--- src/rtl/riscv_pkg.sv ---
// Shared types for the memory-side blocks of the core.
//
// mem_src_e : originator of a memory request (instruction fetch or load/store).
// mem_gnt_e : grant state of the IFU/LSU memory arbiter.
package riscv_pkg;

  localparam int unsigned XLEN = 32;

  typedef enum logic {
    SRC_IFU,
    SRC_LSU
  } mem_src_e;

  typedef enum logic [1:0] {
    GNT_NONE,
    GNT_IFU,
    GNT_LSU
  } mem_gnt_e;

endpackage

--- src/rtl/riscv_order_fifo.sv ---
// Small synchronous FIFO used to remember the order of issued requests.
//
// Ports:
//   clock, reset_n : rising-edge clock, asynchronous active-low reset (empties the FIFO)
//   push, push_data: write one entry (ignored when full)
//   pop            : drop the head entry (ignored when empty)
//   head_data      : current head entry, valid while !empty
//   full, empty    : occupancy flags
//   count          : current occupancy, 0..DEPTH
//
// DEPTH must be a power of two, at least 2. Pointers carry one extra MSB so that
// full and empty can be told apart when the index bits match.
module riscv_order_fifo #(
  parameter int unsigned WIDTH = 1,
  parameter int unsigned DEPTH = 4
) (
  input  logic                       clock,
  input  logic                       reset_n,
  input  logic                       push,
  input  logic [WIDTH-1:0]           push_data,
  input  logic                       pop,
  output logic [WIDTH-1:0]           head_data,
  output logic                       full,
  output logic                       empty,
  output logic [$clog2(DEPTH+1)-1:0] count
);

  localparam int unsigned AW = $clog2(DEPTH);
  localparam int unsigned PW = AW + 1;
  localparam int unsigned CW = $clog2(DEPTH + 1);

  logic [PW-1:0]    wr_ptr_q;
  logic [PW-1:0]    rd_ptr_q;
  logic [WIDTH-1:0] mem_q [DEPTH];
  logic             do_push;
  logic             do_pop;
  logic [PW-1:0]    fill;

  assign empty = (wr_ptr_q == rd_ptr_q);
  assign full  = (wr_ptr_q[AW] != rd_ptr_q[AW]) &&
                 (wr_ptr_q[AW-1:0] == rd_ptr_q[AW-1:0]);

  assign do_push = push && !full;
  assign do_pop  = pop && !empty;

  // Natural modulo-2^PW subtraction gives the occupancy across wrap-around.
  assign fill      = wr_ptr_q - rd_ptr_q;
  assign count     = CW'(fill);
  assign head_data = mem_q[rd_ptr_q[AW-1:0]];

  always_ff @(posedge clock or negedge reset_n) begin
    if (!reset_n) begin
      wr_ptr_q <= '0;
      rd_ptr_q <= '0;
    end else begin
      if (do_push) begin
        wr_ptr_q <= wr_ptr_q + PW'(1);
      end
      if (do_pop) begin
        rd_ptr_q <= rd_ptr_q + PW'(1);
      end
    end
  end

  // Storage needs no reset: entries are only read between push and pop.
  always_ff @(posedge clock) begin
    if (do_push) begin
      mem_q[wr_ptr_q[AW-1:0]] <= push_data;
    end
  end

endmodule

--- src/rtl/riscv_mem_arb.sv ---
// Arbiter sharing the single AXI driver port between instruction fetch (IFU,
// read-only) and load/store (LSU, read/write).
//
// Ports:
//   clock, reset_n          : rising-edge clock, asynchronous active-low reset
//   ifu_req_* / ifu_rsp_*   : IFU read request and response handshakes
//   lsu_req_* / lsu_rsp_*   : LSU read/write request and response handshakes
//   drv_req_* / drv_rsp_*   : request to / in-order response from the driver
//   outstanding             : requests accepted by the driver but not yet answered
//   err                     : sticky; set by a driver response with nothing outstanding
//
// LSU has priority, except that after LSU_STREAK consecutive LSU grants with IFU
// waiting, IFU wins the next arbitration. Once a request is presented but not
// acked, the grant is held until the driver accepts it. The source of every
// accepted request is queued so in-order responses can be steered back.
module riscv_mem_arb
  import riscv_pkg::*;
#(
  parameter int unsigned DEPTH      = 4,
  parameter int unsigned LSU_STREAK = 4
) (
  input  logic                       clock,
  input  logic                       reset_n,
  // IFU request / response
  input  logic                       ifu_req_vld,
  input  logic [31:0]                ifu_req_addr,
  output logic                       ifu_req_ack,
  output logic                       ifu_rsp_vld,
  output logic [31:0]                ifu_rsp_addr,
  output logic [31:0]                ifu_rsp_data,
  input  logic                       ifu_rsp_ack,
  // LSU request / response
  input  logic                       lsu_req_vld,
  input  logic                       lsu_req_rnw,
  input  logic [31:0]                lsu_req_addr,
  input  logic [31:0]                lsu_req_data,
  output logic                       lsu_req_ack,
  output logic                       lsu_rsp_vld,
  output logic [31:0]                lsu_rsp_addr,
  output logic [31:0]                lsu_rsp_data,
  input  logic                       lsu_rsp_ack,
  // Driver request / response
  output logic                       drv_req_vld,
  output logic                       drv_req_rnw,
  output logic [31:0]                drv_req_addr,
  output logic [31:0]                drv_req_data,
  input  logic                       drv_req_ack,
  input  logic                       drv_rsp_vld,
  input  logic [31:0]                drv_rsp_addr,
  input  logic [31:0]                drv_rsp_data,
  output logic                       drv_rsp_ack,
  // Status
  output logic [$clog2(DEPTH+1)-1:0] outstanding,
  output logic                       err
);

  localparam int unsigned SW = $clog2(LSU_STREAK + 1);
  localparam logic [SW-1:0] STREAK_MAX = SW'(LSU_STREAK);

  mem_gnt_e      gnt_q;
  logic [SW-1:0] streak_q;
  logic          err_q;

  logic          fifo_push;
  logic          fifo_pop;
  logic          fifo_full;
  logic          fifo_empty;
  logic [0:0]    push_bits;
  logic [0:0]    head_bits;
  mem_src_e      head_src;

  logic          lsu_first;
  logic          sel_ifu;
  logic          sel_lsu;
  logic          rsp_to_ifu;
  logic          rsp_to_lsu;

  // ---------------------------------------------------------------------------
  // Arbitration: pick the source driven onto the driver this cycle
  // ---------------------------------------------------------------------------
  // IFU overrides LSU priority only when it is waiting and the streak is spent.
  assign lsu_first = lsu_req_vld && !(ifu_req_vld && (streak_q == STREAK_MAX));

  always_comb begin
    sel_ifu = 1'b0;
    sel_lsu = 1'b0;
    // A full FIFO blocks issue even when a pop happens the same cycle; reset
    // forces every handshake low regardless of the requesters.
    if (reset_n && !fifo_full) begin
      unique case (gnt_q)
        GNT_NONE: begin
          sel_lsu = lsu_first;
          sel_ifu = !lsu_first && ifu_req_vld;
        end
        GNT_IFU: sel_ifu = ifu_req_vld;
        GNT_LSU: sel_lsu = lsu_req_vld;
        default: begin
          sel_ifu = 1'b0;
          sel_lsu = 1'b0;
        end
      endcase
    end
  end

  always_comb begin
    drv_req_vld  = sel_ifu || sel_lsu;
    drv_req_rnw  = 1'b0;
    drv_req_addr = '0;
    drv_req_data = '0;
    if (sel_lsu) begin
      drv_req_rnw  = lsu_req_rnw;
      drv_req_addr = lsu_req_addr;
      drv_req_data = lsu_req_data;
    end else if (sel_ifu) begin
      drv_req_rnw  = 1'b1;
      drv_req_addr = ifu_req_addr;
    end
  end

  assign ifu_req_ack = sel_ifu && drv_req_ack;
  assign lsu_req_ack = sel_lsu && drv_req_ack;

  assign fifo_push = drv_req_vld && drv_req_ack;
  assign push_bits = sel_lsu ? SRC_LSU : SRC_IFU;

  // ---------------------------------------------------------------------------
  // Response routing by the source at the head of the order FIFO
  // ---------------------------------------------------------------------------
  assign head_src   = mem_src_e'(head_bits);
  assign rsp_to_ifu = reset_n && !fifo_empty && (head_src == SRC_IFU);
  assign rsp_to_lsu = reset_n && !fifo_empty && (head_src == SRC_LSU);

  always_comb begin
    ifu_rsp_vld  = rsp_to_ifu && drv_rsp_vld;
    ifu_rsp_addr = rsp_to_ifu ? drv_rsp_addr : '0;
    ifu_rsp_data = rsp_to_ifu ? drv_rsp_data : '0;
    lsu_rsp_vld  = rsp_to_lsu && drv_rsp_vld;
    lsu_rsp_addr = rsp_to_lsu ? drv_rsp_addr : '0;
    lsu_rsp_data = rsp_to_lsu ? drv_rsp_data : '0;
    // With nothing outstanding a stray beat is swallowed so the driver never stalls.
    if (!reset_n) begin
      drv_rsp_ack = 1'b0;
    end else if (fifo_empty) begin
      drv_rsp_ack = 1'b1;
    end else if (head_src == SRC_LSU) begin
      drv_rsp_ack = lsu_rsp_ack;
    end else begin
      drv_rsp_ack = ifu_rsp_ack;
    end
  end

  assign fifo_pop = drv_rsp_vld && drv_rsp_ack && !fifo_empty;

  riscv_order_fifo #(
    .WIDTH (1),
    .DEPTH (DEPTH)
  ) u_order_fifo (
    .clock     (clock),
    .reset_n   (reset_n),
    .push      (fifo_push),
    .push_data (push_bits),
    .pop       (fifo_pop),
    .head_data (head_bits),
    .full      (fifo_full),
    .empty     (fifo_empty),
    .count     (outstanding)
  );

  // ---------------------------------------------------------------------------
  // Grant state, streak counter and error flag
  // ---------------------------------------------------------------------------
  always_ff @(posedge clock or negedge reset_n) begin
    if (!reset_n) begin
      gnt_q    <= GNT_NONE;
      streak_q <= '0;
      err_q    <= 1'b0;
    end else begin
      unique case (gnt_q)
        GNT_NONE: begin
          if (sel_lsu && !drv_req_ack) begin
            gnt_q <= GNT_LSU;
          end else if (sel_ifu && !drv_req_ack) begin
            gnt_q <= GNT_IFU;
          end
        end
        GNT_IFU: begin
          if (ifu_req_ack) begin
            gnt_q <= GNT_NONE;
          end
        end
        GNT_LSU: begin
          if (lsu_req_ack) begin
            gnt_q <= GNT_NONE;
          end
        end
        default: gnt_q <= GNT_NONE;
      endcase

      if (!ifu_req_vld || ifu_req_ack) begin
        streak_q <= '0;
      end else if (lsu_req_ack && (streak_q != STREAK_MAX)) begin
        streak_q <= streak_q + SW'(1);
      end

      if (drv_rsp_vld && fifo_empty) begin
        err_q <= 1'b1;
      end
    end
  end

  assign err = err_q;

endmodule

--- config.mk ---
export PLATFORM = sky130hd
export DESIGN_NAME = riscv_mem_arb
export DESIGN_NICKNAME = d
export VERILOG_FILES = /design/src/rtl/riscv_pkg.sv /design/src/rtl/riscv_order_fifo.sv /design/src/rtl/riscv_mem_arb.sv
export SDC_FILE = /design/constraint.sdc
export NUM_CORES = 1
export LEC_CHECK = 0
export CORE_AREA = 2 2 144 146
export DETAILED_ROUTE_END_ITERATION = 10
export DIE_AREA = 0 0 146 148
export HOLD_SLACK_MARGIN = 0.08
export REMOVE_ABC_BUFFERS = 1
export SLEW_MARGIN = 10
export SYNTH_ARGS = -nofsm -noshare
export SYNTH_HDL_FRONTEND = slang
export SYNTH_SLANG_ARGS = --single-unit
--- constraint.sdc ---
create_clock -name clock -period 6.09 [get_ports clock]
set_clock_uncertainty 0.2 [all_clocks]
set_input_delay 1.5225 -clock clock [delete_from_list [all_inputs] [get_ports clock]]
set_output_delay 1.5225 -clock clock [all_outputs]
set_load 0.005 [all_outputs]
==> metrics <==
die height 148 um; Synth Flop Type dfrtp_1; Seq cells post-synth 16; DR vias 3,542; met1 WL 6660 um; final setup fails 0; CTS Hold Buffers Added 0; CTS sink cnt 16; post-synthesis sequential area ratio 0.174; final setup margin 577 ps; Nets 845; Crit Path Category input port to output pin; Max Fanout on Critical Path 72; Setup TNS 0 ps; Post-CTS Setup Repair Bufs 0; Via density 3.79; CTS tree built; placer's final routability congestion estimate 0.808; clk buf depth 2; max-slew violation count 0; Max-slew headroom 0.628; total design power 1.73 mW; DR top layer met4; yosys warns 0; final period utilization 0.905; Worst setup EP type output pin; row cnt 52; Tmin final 5510 ps; Resize count post-CTS 0; RSZ-0062 raised after global routing false; synthesized cell area 2420 sq um; DR WL met2 8030 um; Setup crit start kind input port; Syn Area/Cell 7.87 sq um; CTS Root Cell clkbuf_16; Slew @ Worst Pin 556 ps; vias in the first global route 3,555; diode count 0; fraction of layout cells with a size suffix above 1 0.0406; Power Density 266 nW/um^2; initial antenna violation count 0; GR Util All Layers 0.140; top cell type's share of synthesized area 0.427; Post-synth ARST share 0.750; Placed Area 6450 sq um; post-route DRC violation count 0; static leakage 2.47 nW; post-detail-place hpwl 14,100 um; PortBufs 371; Max Freq 181 MHz; synth unique cells 44; post-synthesis instance total 307; final non-filler cell total 935; Pre-antenna DRT Iters 4; worst hold path class register to register; Post-synth EDFFs 4; Data arrival, critical path 3790 ps; Routed Wire Length 16,300 um; CTS Buf Count 3; Synth area leader and2_1; outcome complete, no violations; Placed Cells 931; H-Tree Level Count 1; Starting Density 0.121; final instance area 6530 sq um; Core Footprint 20,000 sq um; die area 21,600 sq um; pre-CTS WS 492 ps; total gr overflow 0; I/O pin count 372; area delta synth->final 170%; WL met3 1480 um; Die W 146 um; worst skew pair latency 240 ps; clock slew at reported path FFs 50 ps; largest net degree at the start of global routing 73; Final ANT Viol Nets 0; Hold Fails Final Rpt 0; peak supply drop 0.000160 V; # Max-Cap Violations 0; wire length of the first global-routing pass 22,900 um; DR WL/cell 17.4 um; top cells by area, synth and2_1 (43%), dfrtp_1 (12%), a22o_1 (12%), edfxtp_1 (5.0%), ha_1 (4.7%); Data required, critical path 4370 ps; Initial DRC Count 87
-- path summary, 6_finish.rpt --
check / start / end / slack (ps) / cells after the start
min: err / err / 260 / 1
max: reset_n / drv_req_addr[8] / 580 / 7
min reg2reg: err / err / 260 / 1
max reg2reg: u_order_fifo.rd_ptr_q[1] / u_order_fifo.mem_q[0] / 3700 / 6
max in group asynchronous: reset_n / u_order_fifo.wr_ptr_q[0] / 3860 / 2
min in group asynchronous: reset_n / u_order_fifo.wr_ptr_q[2] / 1360 / 1
-- kinds of logic after synthesis --
kind of cell / after synthesis / synth area share
flip-flops: 16 / 0.174
buffers and inverters: 34 / 0.0631
multiplexers: 4 / 0.0259
AND/OR/NAND/NOR: 187 / 0.480
adder cells (fa/ha/maj): 10 / 0.0549
AO/OA/AOI/OAI: 50 / 0.177
XOR/XNOR: 6 / 0.0248
-- cell usage after synthesis (2+ instances only) --
cell        n
a21oi_1     3
a22o_1     32
and2_1    165
buf_2       5
clkbuf_1   11
clkbuf_2    6
dfrtp_1    12
edfxtp_1    4
ha_1        9
inv_1       9
nand2_1     5
nor2_1      4
nor2b_1     2
nor3_1      2
nor3b_2     2
o21ai_0     5
xnor2_1     2
xor2_1      3
-- flip-flops by register name, summed over array words and instances (netlist names) --
register,flops
u_order_fifo.rd_ptr_q,3
u_order_fifo.mem_q,4
u_order_fifo.wr_ptr_q,3
err,1
gnt_q,2
streak_q,3
-- layer usage --
layer / vias up / GRT usage
li1: 1735 / -
met1: 1579 / 0.168
met2: 224 / 0.256
met3: 4 / 0.0435
met4: 0 / 0.0131
met5: - / 0
-- layout by cell type, fill, tap and decap left out, types with 2 or more instances in the layout --
| cell | count |
|---|---|
| ha_1 | 9 |
| nand2_1 | 5 |
| xnor2_1 | 2 |
| nor3b_2 | 2 |
| nor3_1 | 2 |
| a21oi_1 | 3 |
| xor2_1 | 3 |
| nor2b_1 | 2 |
| clkdlybuf4s50_1 | 371 |
| buf_12 | 3 |
| clkbuf_16 | 3 |
| and2_1 | 165 |
| inv_1 | 9 |
| o21ai_0 | 5 |
| a22o_1 | 32 |
| dfrtp_1 | 12 |
| buf_4 | 4 |
| nor2_1 | 3 |
| edfxtp_1 | 4 |
-- stage by stage --
stage,utilization,hold slack [ps]
after global routing,0.326,305
after global placement,0.322,254
after detailed placement,0.322,263
after CTS,0.326,275
after floorplan,-,232
final,0.326,264
-- final cells by class --
type,count,area (sq um)
Clock inverter,1,3.75
Sequential cell,16,420
Multi-Input combinational cell,257,1850
Timing Repair Buffer,378,3800
Fill cell,2180,13500
Tap cell,270,338
Inverter,10,37.5
Clock buffer,3,75.1
-- critical path: stages --
cell and delay [ps]:
clkdlybuf4s50_1 690, buf_4 260, o2111ai_4 180, inv_2 120, buf_12 260, a22o_1 220, clkdlybuf4s50_1 520
-- power breakdown --
group          internal [mW]  total (mW)  leakage (nW)  switching (mW)
clock                 0.0871       0.128        0.0385          0.0409
sequential             0.144       0.177         0.184          0.0334
combinational          0.887        1.43          2.25           0.542
total                   1.12        1.73          2.47           0.617
(Power assumes the default switching activity.)
